## config.mk

```make
export PLATFORM = sky130hd
export DESIGN_NAME = fp32_divider
export DESIGN_NICKNAME = d
export VERILOG_FILES = /design/src/rtl/fp32_divider.sv
export SDC_FILE = /design/constraint.sdc
export NUM_CORES = 1
export LEC_CHECK = 0
export CAP_MARGIN = 20
export CORE_UTILIZATION = 53
export DETAILED_ROUTE_END_ITERATION = 16
export GPL_ROUTABILITY_DRIVEN = 0
export PLACE_DENSITY = 0.82
export SYNTH_ARGS = -nofsm -noshare
export SYNTH_HDL_FRONTEND = slang
export SYNTH_SLANG_ARGS = --single-unit
```

## constraint.sdc

```tcl
create_clock -name clk -period 3.79 [get_ports clk]
set_input_delay 0.758 -clock clk [delete_from_list [all_inputs] [get_ports clk]]
set_output_delay 0.758 -clock clk [all_outputs]
set_load 0.005 [all_outputs]
```

## src/rtl/fp32_divider.sv

```systemverilog
// Sequential IEEE-754 single-precision divider (a / b), one quotient bit per clock,
// round-to-nearest-even, subnormals flushed to zero on input and output.
module fp32_divider #(
    parameter int unsigned QBITS = 25
) (
    input  logic        clk,
    input  logic        rst_n,
    input  logic        start_i,
    input  logic [31:0] a_i,
    input  logic [31:0] b_i,
    output logic [31:0] quotient_o,
    output logic        done_o,
    output logic        nan_o,
    output logic        infinit_o,
    output logic        overflow_o,
    output logic        underflow_o,
    output logic        div_by_zero_o
);

    localparam int unsigned CW = $clog2(QBITS);
    localparam int unsigned MW = 24;
    localparam int unsigned RW = MW + 2;
    localparam int unsigned EW = 10;

    typedef enum logic [2:0] {S_IDLE, S_PREP, S_DIV, S_ROUND, S_DONE} state_t;

    state_t               r_state;
    state_t               w_state_nxt;
    logic [31:0]          r_a;
    logic [31:0]          r_b;
    logic                 r_sign;
    logic signed [EW-1:0] r_exp;
    logic [MW-1:0]        r_mb;
    logic [RW-1:0]        r_rem;
    logic [QBITS-1:0]     r_q;
    logic [CW-1:0]        r_cnt;

    // Operand decode of the captured operands
    logic [7:0]  w_ea, w_eb;
    logic [22:0] w_fa, w_fb;
    logic        w_a_zero, w_b_zero, w_a_inf, w_b_inf, w_a_nan, w_b_nan, w_special;
    logic [MW-1:0] w_ma, w_mb;

    assign w_ea      = r_a[30:23];
    assign w_eb      = r_b[30:23];
    assign w_fa      = r_a[22:0];
    assign w_fb      = r_b[22:0];
    assign w_a_zero  = (w_ea == 8'd0);
    assign w_b_zero  = (w_eb == 8'd0);
    assign w_a_inf   = (w_ea == 8'hFF) && (w_fa == 23'd0);
    assign w_b_inf   = (w_eb == 8'hFF) && (w_fb == 23'd0);
    assign w_a_nan   = (w_ea == 8'hFF) && (w_fa != 23'd0);
    assign w_b_nan   = (w_eb == 8'hFF) && (w_fb != 23'd0);
    assign w_special = w_a_zero | w_b_zero | w_a_inf | w_b_inf | w_a_nan | w_b_nan;
    assign w_ma      = {1'b1, w_fa};
    assign w_mb      = {1'b1, w_fb};

    // Restoring divide step
    logic           w_rem_ge;
    logic [RW-1:0]  w_rem_sub;

    assign w_rem_ge  = (r_rem >= RW'(r_mb));
    assign w_rem_sub = w_rem_ge ? (r_rem - RW'(r_mb)) : r_rem;

    // Rounding of q[24:1] with guard q[0] and sticky from the remainder
    logic [MW-1:0]        w_sig;
    logic                 w_round_up;
    logic [MW:0]          w_sig_rnd;
    logic                 w_carry;
    logic signed [EW-1:0] w_exp_rnd;
    logic [22:0]          w_frac;

    assign w_sig      = r_q[QBITS-1:1];
    assign w_round_up = r_q[0] & ((r_rem != RW'(0)) | w_sig[0]);
    assign w_sig_rnd  = {1'b0, w_sig} + (MW+1)'(w_round_up);
    assign w_carry    = w_sig_rnd[MW];
    assign w_exp_rnd  = r_exp + EW'(w_carry);
    assign w_frac     = w_carry ? w_sig_rnd[23:1] : w_sig_rnd[22:0];

    always_ff @(posedge clk or negedge rst_n) begin
        if (!rst_n) r_state <= S_IDLE;
        else        r_state <= w_state_nxt;
    end

    always_comb begin
        w_state_nxt = r_state;
        case (r_state)
            S_IDLE, S_DONE: w_state_nxt = start_i ? S_PREP : S_IDLE;
            S_PREP:         w_state_nxt = w_special ? S_DONE : S_DIV;
            S_DIV:          if (r_cnt == CW'(QBITS - 1)) w_state_nxt = S_ROUND;
            S_ROUND:        w_state_nxt = S_DONE;
            default:        w_state_nxt = S_IDLE;
        endcase
    end

    always_ff @(posedge clk or negedge rst_n) begin
        if (!rst_n) begin
            r_a           <= '0;
            r_b           <= '0;
            r_sign        <= 1'b0;
            r_exp         <= '0;
            r_mb          <= '0;
            r_rem         <= '0;
            r_q           <= '0;
            r_cnt         <= '0;
            quotient_o    <= '0;
            done_o        <= 1'b0;
            nan_o         <= 1'b0;
            infinit_o     <= 1'b0;
            overflow_o    <= 1'b0;
            underflow_o   <= 1'b0;
            div_by_zero_o <= 1'b0;
        end else begin
            done_o <= 1'b0;
            case (r_state)
                S_IDLE, S_DONE: begin
                    if (start_i) begin
                        r_a <= a_i;
                        r_b <= b_i;
                    end
                end
                S_PREP: begin
                    r_sign <= r_a[31] ^ r_b[31];
                    r_mb   <= w_mb;
                    r_q    <= '0;
                    r_cnt  <= '0;
                    // Pre-normalise so the quotient lands in [1,2)
                    if (w_ma < w_mb) begin
                        r_rem <= {1'b0, w_ma, 1'b0};
                        r_exp <= EW'(w_ea) - EW'(w_eb) + EW'(126);
                    end else begin
                        r_rem <= {2'b00, w_ma};
                        r_exp <= EW'(w_ea) - EW'(w_eb) + EW'(127);
                    end
                    if (w_special) begin
                        done_o        <= 1'b1;
                        overflow_o    <= 1'b0;
                        underflow_o   <= 1'b0;
                        nan_o         <= 1'b0;
                        infinit_o     <= 1'b0;
                        div_by_zero_o <= 1'b0;
                        if (w_a_nan | w_b_nan | (w_a_zero & w_b_zero) | (w_a_inf & w_b_inf)) begin
                            quotient_o <= 32'h7FC0_0000;
                            nan_o      <= 1'b1;
                        end else if (w_a_inf) begin
                            quotient_o <= {r_a[31] ^ r_b[31], 31'h7F80_0000};
                            infinit_o  <= 1'b1;
                        end else if (w_b_zero) begin
                            quotient_o    <= {r_a[31] ^ r_b[31], 31'h7F80_0000};
                            infinit_o     <= 1'b1;
                            div_by_zero_o <= 1'b1;
                        end else begin
                            quotient_o <= {r_a[31] ^ r_b[31], 31'h0};
                        end
                    end
                end
                S_DIV: begin
                    r_q   <= {r_q[QBITS-2:0], w_rem_ge};
                    r_rem <= w_rem_sub << 1;
                    r_cnt <= r_cnt + CW'(1);
                end
                S_ROUND: begin
                    done_o        <= 1'b1;
                    nan_o         <= 1'b0;
                    div_by_zero_o <= 1'b0;
                    if (w_exp_rnd >= EW'(255)) begin
                        quotient_o  <= {r_sign, 31'h7F80_0000};
                        overflow_o  <= 1'b1;
                        infinit_o   <= 1'b1;
                        underflow_o <= 1'b0;
                    end else if (w_exp_rnd <= EW'(0)) begin
                        quotient_o  <= {r_sign, 31'h0};
                        overflow_o  <= 1'b0;
                        infinit_o   <= 1'b0;
                        underflow_o <= 1'b1;
                    end else begin
                        quotient_o  <= {r_sign, w_exp_rnd[7:0], w_frac};
                        overflow_o  <= 1'b0;
                        infinit_o   <= 1'b0;
                        underflow_o <= 1'b0;
                    end
                end
                default: ;
            endcase
        end
    end

endmodule

```

Word-level counts from Yosys, hierarchy flattened
Cells that the tools add are included.
{"block": "op_classes", "n_addsub": 7, "magnitude_cmp": 4, "n_reduce_logical": 17, "bitwise": 13, "n_mux": 38, "n_eq_ne": 9}
{"operator": "$mux W31", "n": 4}
{"operator": "$mux W32", "n": 2}
{"operator": "$pmux W32 S2", "n": 1}
{"operator": "$pmux W26 S2", "n": 1}
{"operator": "$mux W25", "n": 2}
{"operator": "$pmux W25 S2", "n": 1}
{"operator": "$logic_not A23 Y1", "n": 2}
{"operator": "$reduce_bool A23 Y1", "n": 2}
{"operator": "$ge A26 B24 Y1", "n": 1}
{"operator": "$reduce_bool A26 Y1", "n": 1}
{"operator": "$add A24 B1 Y25", "n": 1}
{"operator": "$sub A25 B24 Y25", "n": 1}
{"operator": "$lt A24 B24 Y1", "n": 1}
{"operator": "$mux W23", "n": 1}
{"operator": "$eq A8 B8 Y1 const B", "n": 2}
{"operator": "$logic_not A8 Y1", "n": 2}
{"operator": "$mux W1", "n": 15}
{"operator": "$pmux W1 S2", "n": 6}
{"operator": "$pmux W3 S4", "n": 1}
{"operator": "$add A10 B1 Y10", "n": 1}
{"operator": "$add A10 B7 Y10 const B", "n": 1}
{"operator": "$add A9 B8 Y10 const B", "n": 1}
{"operator": "$ge A10 B9 Y1 const B", "n": 1}
{"operator": "$le A10 B1 Y1 const B", "n": 1}
{"operator": "other kinds (18)", "n": 36}
{"block": "word_totals", "in_bits": 67, "regBits": 196, "word_cells": 104, "out_inout_bits": 38}

Longest topological paths before layout
Gate-level depths: netlist of run 1.
{"block": "depth", "depth_word": 9, "ltp_mapped": 18, "ltp_nobuf": 16}

Worst setup path before layout of run 1
Ideal clock, no wire load.
{"block": "synth_path", "path_kind": "reg2reg", "start": "reg r_q[1]", "end": "reg quotient_o[11]", "slack_ns": 0.147, "path_stages_with_launch": 19, "t_arrival_ns": 3.510, "cell_sequence": "dfrtp_1 and2_1 ha_1 nand4_1 nor3_1 nand2_1 nor3_1 ha_1 ha_1 clkbuf_1 nand2_1 or2_2 o41ai_1 a21oi_1 o21bai_1 o21a_1 nand2b_1 clkbuf_1 o21ai_0"}
{"block": "synth_via", "elab_chain_cells": 8, "word_cells_on_any_way": 10, "cone_classes": "add/sub: 2; order compare: 2; mux: 4; bitwise: 2"}
{"item": "start, declared", "line": "35", "text": "logic [QBITS-1:0] r_q;"}
{"item": "start signal, assigned", "line": "158", "text": "r_q <= {r_q[QBITS-2:0], w_rem_ge};"}
{"item": "$or A1 B1 Y1", "line": "74", "text": "assign w_round_up = r_q[0] & ((r_rem != RW'(0)) | w_sig[0]);"}
{"item": "$and A1 B1 Y1", "line": "74"}
{"item": "$add A24 B1 Y25 (*)", "line": "75", "text": "assign w_sig_rnd = {1'b0, w_sig} + (MW+1)'(w_round_up);"}
{"item": "$add A10 B1 Y10", "line": "77", "text": "assign w_exp_rnd = r_exp + EW'(w_carry);"}
{"item": "$le A10 B1 Y1", "line": "171", "text": "end else if (w_exp_rnd <= EW'(0)) begin"}
{"item": "$mux W31", "line": "171"}
{"item": "$mux W31 (*)", "line": "166", "text": "if (w_exp_rnd >= EW'(255)) begin"}
{"item": "$pmux W32 S2 (*)", "line": "115", "text": "case (r_state)"}
{"item": "end signal, assigned", "line": "167", "text": "quotient_o <= {r_sign, 31'h7F80_0000};"}
{"item": "end signal, assigned", "line": "172", "text": "quotient_o <= {r_sign, 31'h0};"}
{"item": "end signal, assigned", "line": "177", "text": "quotient_o <= {r_sign, w_exp_rnd[7:0], w_frac};"}
{"item": "end, declared", "line": "11", "text": "output logic [31:0] quotient_o,"}
Every way passes the cells marked *; elsewhere a longest branch is shown, timed or not.
A chain may end at the register's enable or synchronous reset.

Worst setup path after layout of run 1
{"block": "layout_path", "start": "reg r_q[1]", "end": "reg quotient_o[18]"}
The elaborated chain is that of the path after synthesis.

==> results.ini, run 1 <==
[critical_path]
crit_arrival_ps=3890
path_class=reg -> reg
cp-end-kind=register
startpoint_type=register
path_max_fanout=11
crit_required_ps=4130

[routing]
route.detailed.drc=0
viasPerCell=6.04
final_antenna_net_count=0
wire_per_inst_um=18.0
routed_wl_mm=28.5
drt-initial-drc-count=787
drt_pass1_iterations=5
vias=9556

[synth]
netlist_area_sq_um=11200
yosysWarnings=0
ys_async_sr_fraction_pct=100
synth_flop_cell=dfrtp_1
synth-edff-count=0
synth_top_area_cell=dfrtp_1
ys_seq_area_share_pct=43.7
synth_cells=1216
syn_avg_cell_area_sq_um=9.23
synth_area_leaders=dfrtp_1 44%, ha_1 6.9%, mux2_2 5.5%
ys_ff_latch=196
synth.distinct_cells=64
synth_top_area_share_pct=43.7
synth_nets=1347

[clock_network]
cts_buffer_depth=2
path_clk_slew_ps=70
cts_tree=built
cts-buffers-inserted=17
cts_root_buf=clkbuf_16
cts_sinks=196
clk_latency_ps=460
cts_hold_buf=0
htreeDepth=4

[global_route]
grt_usage_pct=27.4
grt_overflow_total=0
antenna_found_initial=0
grt_pass1_vias=9217
grt_pass1_wl_mm=46.8
grt_max_degree=95

[pwr]
ir_drop_v=0.000566
power_leakage_nw=5.62
power.density_nw_per_um2=995

[place]
numPortBuffers=104
dp_slack_ps=-292
place_hpwl_mm=20.6
place_inst=1547

[floorplan]
fp.coreArea_sq_um=20500
io_pins=105
die_area_sq_um=21800
die_h_um=148
die-width_um=148
initial_core_util_pct=54.8
rows=52

[finish]
regArea_sq_um=4900
num-nets-final=1429
final_common_cell=dfrtp_1
stdcell_count=1581
fill_cells=1655
areaGrowthSynthToFinish_pct=17.3
final_cell_mix=196 x dfrtp_1, 150 x nand2_1, 109 x o21ai_0, 103 x clkdlybuf4s50_1, 94 x nor2_1
antenna_cells=0
multi_input_area_sq_um=5890
layout-drive-gt1-share_pct=9.84

[timing]
fin_ws_ps=243
setup-violations-final=0
drv_slew=0
tightest_slew_ps=1030
max_slew_margin_pct=31.5
grt_setup_unrepaired=false
fmax_mhz=282
holdWs_ps=344
clock_skew_ps=14.0
final.setup.tns_ps=0
hold_viol_final=0
period_minus_slack_ps=3550
finalCritPeriodShare_pct=93.6

[status]
status=complete, no violations

[job]
maxCapViolations=0

[worst_hold_path]
hp-class=in -> async

==> flip-flops by register name, summed over array words and instances (netlist names), 5 cells and up <==
| name | count |
|---|---|
| r_q | 25 |
| r_b | 32 |
| r_a | 32 |
| r_mb | 24 |
| r_rem | 26 |
| quotient_o | 32 |
| r_exp | 10 |
| r_cnt | 5 |
==> power by group <==
group          internal (mW)  switching (mW)  total (mW)
logic                   3.33            4.13        7.45
registers               2.95           0.944        3.89
clock network          0.875           0.876        1.75
total                   7.15            5.95        13.1
==> routing by layer <==
metal / wire length (um) / GRT usage [%] / vias to the layer above
li1: - / - / 4505
met1: 12200 / 36.0 / 4592
met2: 13700 / 44.5 / 378
met3: 1520 / 3.98 / 81
met4: 1120 / 13.8 / 0
met5: 0 / 0 / -
==> stage by stage <==
stage,total power [mW],util (%),area [sq um]
after floorplan,9.18,-,11200
after global placement,10.9,61.2,12500
after detailed placement,11.2,61.2,12500
after CTS,13.0,64.0,13100
after global routing,14.1,64.2,13200
final,13.1,64.2,13200
==> cells by family (layout without fill, tap and decap cells) <==
group	count (synthesis)	after routing	share of synthesized area (%)
compound gates	309	309	17.3
xor+xnor	49	49	3.82
fa+ha+maj	64	64	7.27
buf+inv	127	222	4.40
flops	196	196	43.7
mux	70	70	6.86
simple gates	401	401	16.6
==> cells in the mapped netlist (19+ instances only) <==
library cell	n
dfrtp_1	196
nand2_1	150
o21ai_0	110
nor2_1	96
inv_1	68
ha_1	62
a21oi_1	59
mux2_2	55
clkbuf_1	39
a22o_1	33
nand3_1	30
xnor2_1	29
o22ai_1	22
nand4_1	21
nor3_1	21
xor2_1	20
a211oi_1	19
==> final cells by class <==
class,count,area share (%)
Clock buffer,18,3.34
Clock inverter,14,0.922
Inverter,69,1.97
Multi-Input combinational cell,893,44.7
Sequential cell,196,37.3
Tap cell,270,2.57
Timing Repair Buffer,121,9.19
==> worst paths after layout <==
| check | start | endpoint | slack (ps) | cells after the start |
|---|---|---|---|---|
| worst max-delay path | r_q[1] | quotient_o[18] | 240 | 15 |
| worst min-delay path | rst_n | r_exp[4] | 340 | 1 |
| worst max register to register | r_q[1] | quotient_o[18] | 240 | 15 |
| worst min register to register | r_mb[23] | r_mb[23] | 460 | 2 |
| max in group asynchronous | rst_n | quotient_o[12] | 2490 | 2 |
| min in group clk | r_mb[23] | r_mb[23] | 460 | 2 |
==> worst max-delay path, stage by stage, from the launching register on <==
cell and delay, ps:
dfrtp_1 340, and2_1 120, ha_1 210, nand4_1 150, nor3_2 230, nand2_1 150
nor3_2 260, ha_2 240, nand3_1 180, xor2_1 230, o41ai_2 350, a21oi_1 120
o21bai_1 230, o21a_2 260, buf_4 180, a22o_1 180
==> what timing repair did <==
item                                    4_1_cts  5_1_grt
endpoints found under the setup margin       12       29
pin swaps                                     0        1
setup buffers                                 1        1
resized for setup                             2        8
Power figures use the tool's default switching activity.
==> run 2, diff against run 1 <==
CORE_ASPECT_RATIO = 0.5   (was not set)
==> results.ini, run 2 (synthesis gave the netlist of run 1 again) <==
[status]
status=complete, no violations

[clock_network]
cts_buffer_depth=2  ; unchanged
cts_root_buf=clkbuf_16
cts_tree=built
clk_latency_ps=450  ; about the same
cts_sinks=196  ; unchanged
htreeDepth=4  ; unchanged
cts-buffers-inserted=17  ; unchanged
cts_hold_buf=0  ; unchanged
path_clk_slew_ps=70  ; about the same

[critical_path]
cp-end-kind=register
cpMaxStageDelayCell=dfrtp_1
crit_arrival_ps=3840  ; -50 ps
rrSetupSlack_ps=270  ; +20 ps
path_max_fanout=11  ; unchanged
path_cells=and2_1 -> ha_1 -> nand4_1 -> nor3_2 -> nand2_1 -> nor3_2 -> ha_2 -> ha_2 -> nand2_1 -> or2_2 -> o41ai_2 -> a21oi_1 -> o21bai_1 -> o21a_2 -> nand2b_2 -> o21ai_0
crit_required_ps=4110  ; -20 ps
startpoint_type=register
r2r_cells=16  ; +1
cp_num_buf_inv=0  ; -1
path_class=reg -> reg
timing.rr.start=r_q[1]
slowest_delay_ps=360  ; about the same
rr_endpoint=quotient_o[5]
path_delay_family=simple AND/OR/NAND/NOR gates

[pwr]
ir_drop_v=0.000590  ; +4.1%
power.density_nw_per_um2=997  ; +0.18%
power_leakage_nw=5.65  ; +0.47%
finalPower_mw=13.2  ; +0.58%

[routing]
final_antenna_net_count=0  ; unchanged
routed_wl_mm=29.0  ; +1.6%
vias=9628  ; +0.75%
wire_per_inst_um=18.3  ; +1.3%
drt-initial-drc-count=908  ; +15%
viasPerCell=6.07  ; +0.44%
drt_pass1_iterations=6  ; +1
route.detailed.drc=0  ; unchanged

[floorplan]
io_pins=105  ; unchanged
die-width_um=208  ; +41%
die_h_um=105  ; -29%
die_area_sq_um=21800  ; +0.16%
rows=37  ; -29%
fp.coreArea_sq_um=20600  ; +0.74%
initial_core_util_pct=54.4  ; -0.40 points

[finish]
top_regs=quotient_o: 32 flops, r_a: 32 flops, r_b: 32 flops
multi_input_area_sq_um=5890  ; about the same
final_cell_mix=196 x dfrtp_1, 150 x nand2_1, 109 x o21ai_0, 103 x clkdlybuf4s50_1, 93 x nor2_1
final_common_cell=dfrtp_1
areaGrowthSynthToFinish_pct=17.7
layout-drive-gt1-share_pct=9.90  ; +0.061 points
postLayoutCellArea_sq_um=13200  ; +0.40%
num-nets-final=1431  ; +0.14%
fill_cells=1639  ; -0.97%
antenna_cells=0  ; unchanged
stdcell_count=1586  ; +0.32%
regArea_sq_um=4900  ; unchanged

[global_route]
grt_pass1_vias=9639  ; +4.6%
antenna_found_initial=0  ; unchanged
grt_max_degree=100  ; +5.3%
grt_usage_pct=27.6  ; +0.16 points
grt_overflow_total=0  ; unchanged
grt_pass1_wl_mm=48.2  ; +2.9%

[timing]
max_slew_margin_pct=45.0  ; +13 points
clock_skew_ps=7.79  ; -6.21 ps
drv_slew=0  ; unchanged
finalCritPeriodShare_pct=92.9  ; -0.64 points
period_minus_slack_ps=3520  ; -24.3 ps
tightest_slew_ps=825  ; -202 ps
hold_viol_final=0  ; unchanged
setup-violations-final=0  ; unchanged
fmax_mhz=284  ; +0.69%

[place]
place_inst=1549  ; +0.13%
place_hpwl_mm=20.7  ; +0.12%
dpl_cell_area_sq_um=12500  ; about the same
numPortBuffers=104  ; unchanged

[job]
maxCapViolations=0  ; unchanged

[worst_hold_path]
hp-class=in -> async

run 2: power breakdown:
group | total, mW | internal (mW) | switching [mW]
combinational | 7.49 | 3.32 | 4.17
sequential | 3.87 | 2.95 | 0.923
clock | 1.81 | 0.984 | 0.823
total | 13.2 | 7.26 | 5.91
run 2: cell type report:
class,instances,share of cell area [%]
well taps,273,2.59
inverters,69,1.96
multi-input cells,893,44.6
repair buffers,123,9.33
flip-flops and latches,196,37.1
clock buffers,23,3.69
clock inverters,9,0.729
run 2: what timing repair did:
| action | 4_1_cts | 5_1_grt |
|---|---|---|
| setup endpoints to repair | 23 | 29 |
| pin swaps | 0 | 3 |
| resized for setup | 4 | 7 |
| setup buffers | 2 | 2 |
run 2: metal layers:
layer  vias up  part of all wire (%)  track usage, %
met2       351                    48            46.9
li1       4503                     -               -
met4         0                   2.3            8.47
met5         -                     0               0
met1      4706                    43            35.8
met3        68                   5.9            5.32
run 2: worst max path at each step:
| stage | slack (ps) | cells after the start | end | start |
|---|---|---|---|---|
| after floorplan | 150 | 18 | quotient_o[11] | r_q[1] |
| after global placement | -30 | 15 | quotient_o[1] | r_q[0] |
| after detailed placement | -320 | 15 | quotient_o[3] | r_q[1] |
| after CTS | 40 | 15 | quotient_o[5] | r_q[1] |
| after global routing | -60 | 16 | quotient_o[5] | r_q[0] |
| final | 270 | 16 | quotient_o[5] | r_q[1] |
run 2: metrics by stage:
| step | utilization, % | hold WS [ps] | setup slack, ps | TNS (ps) |
|---|---|---|---|---|
| after floorplan | - | 418 | 147 | 0 |
| after global placement | 60.7 | 435 | -31.3 | -312 |
| after detailed placement | 60.7 | 440 | -322 | -3260 |
| after CTS | 63.7 | 433 | 41.0 | 0 |
| after global routing | 64.0 | 468 | -55.8 | -449 |
| final | 64.0 | 380 | 267 | 0 |
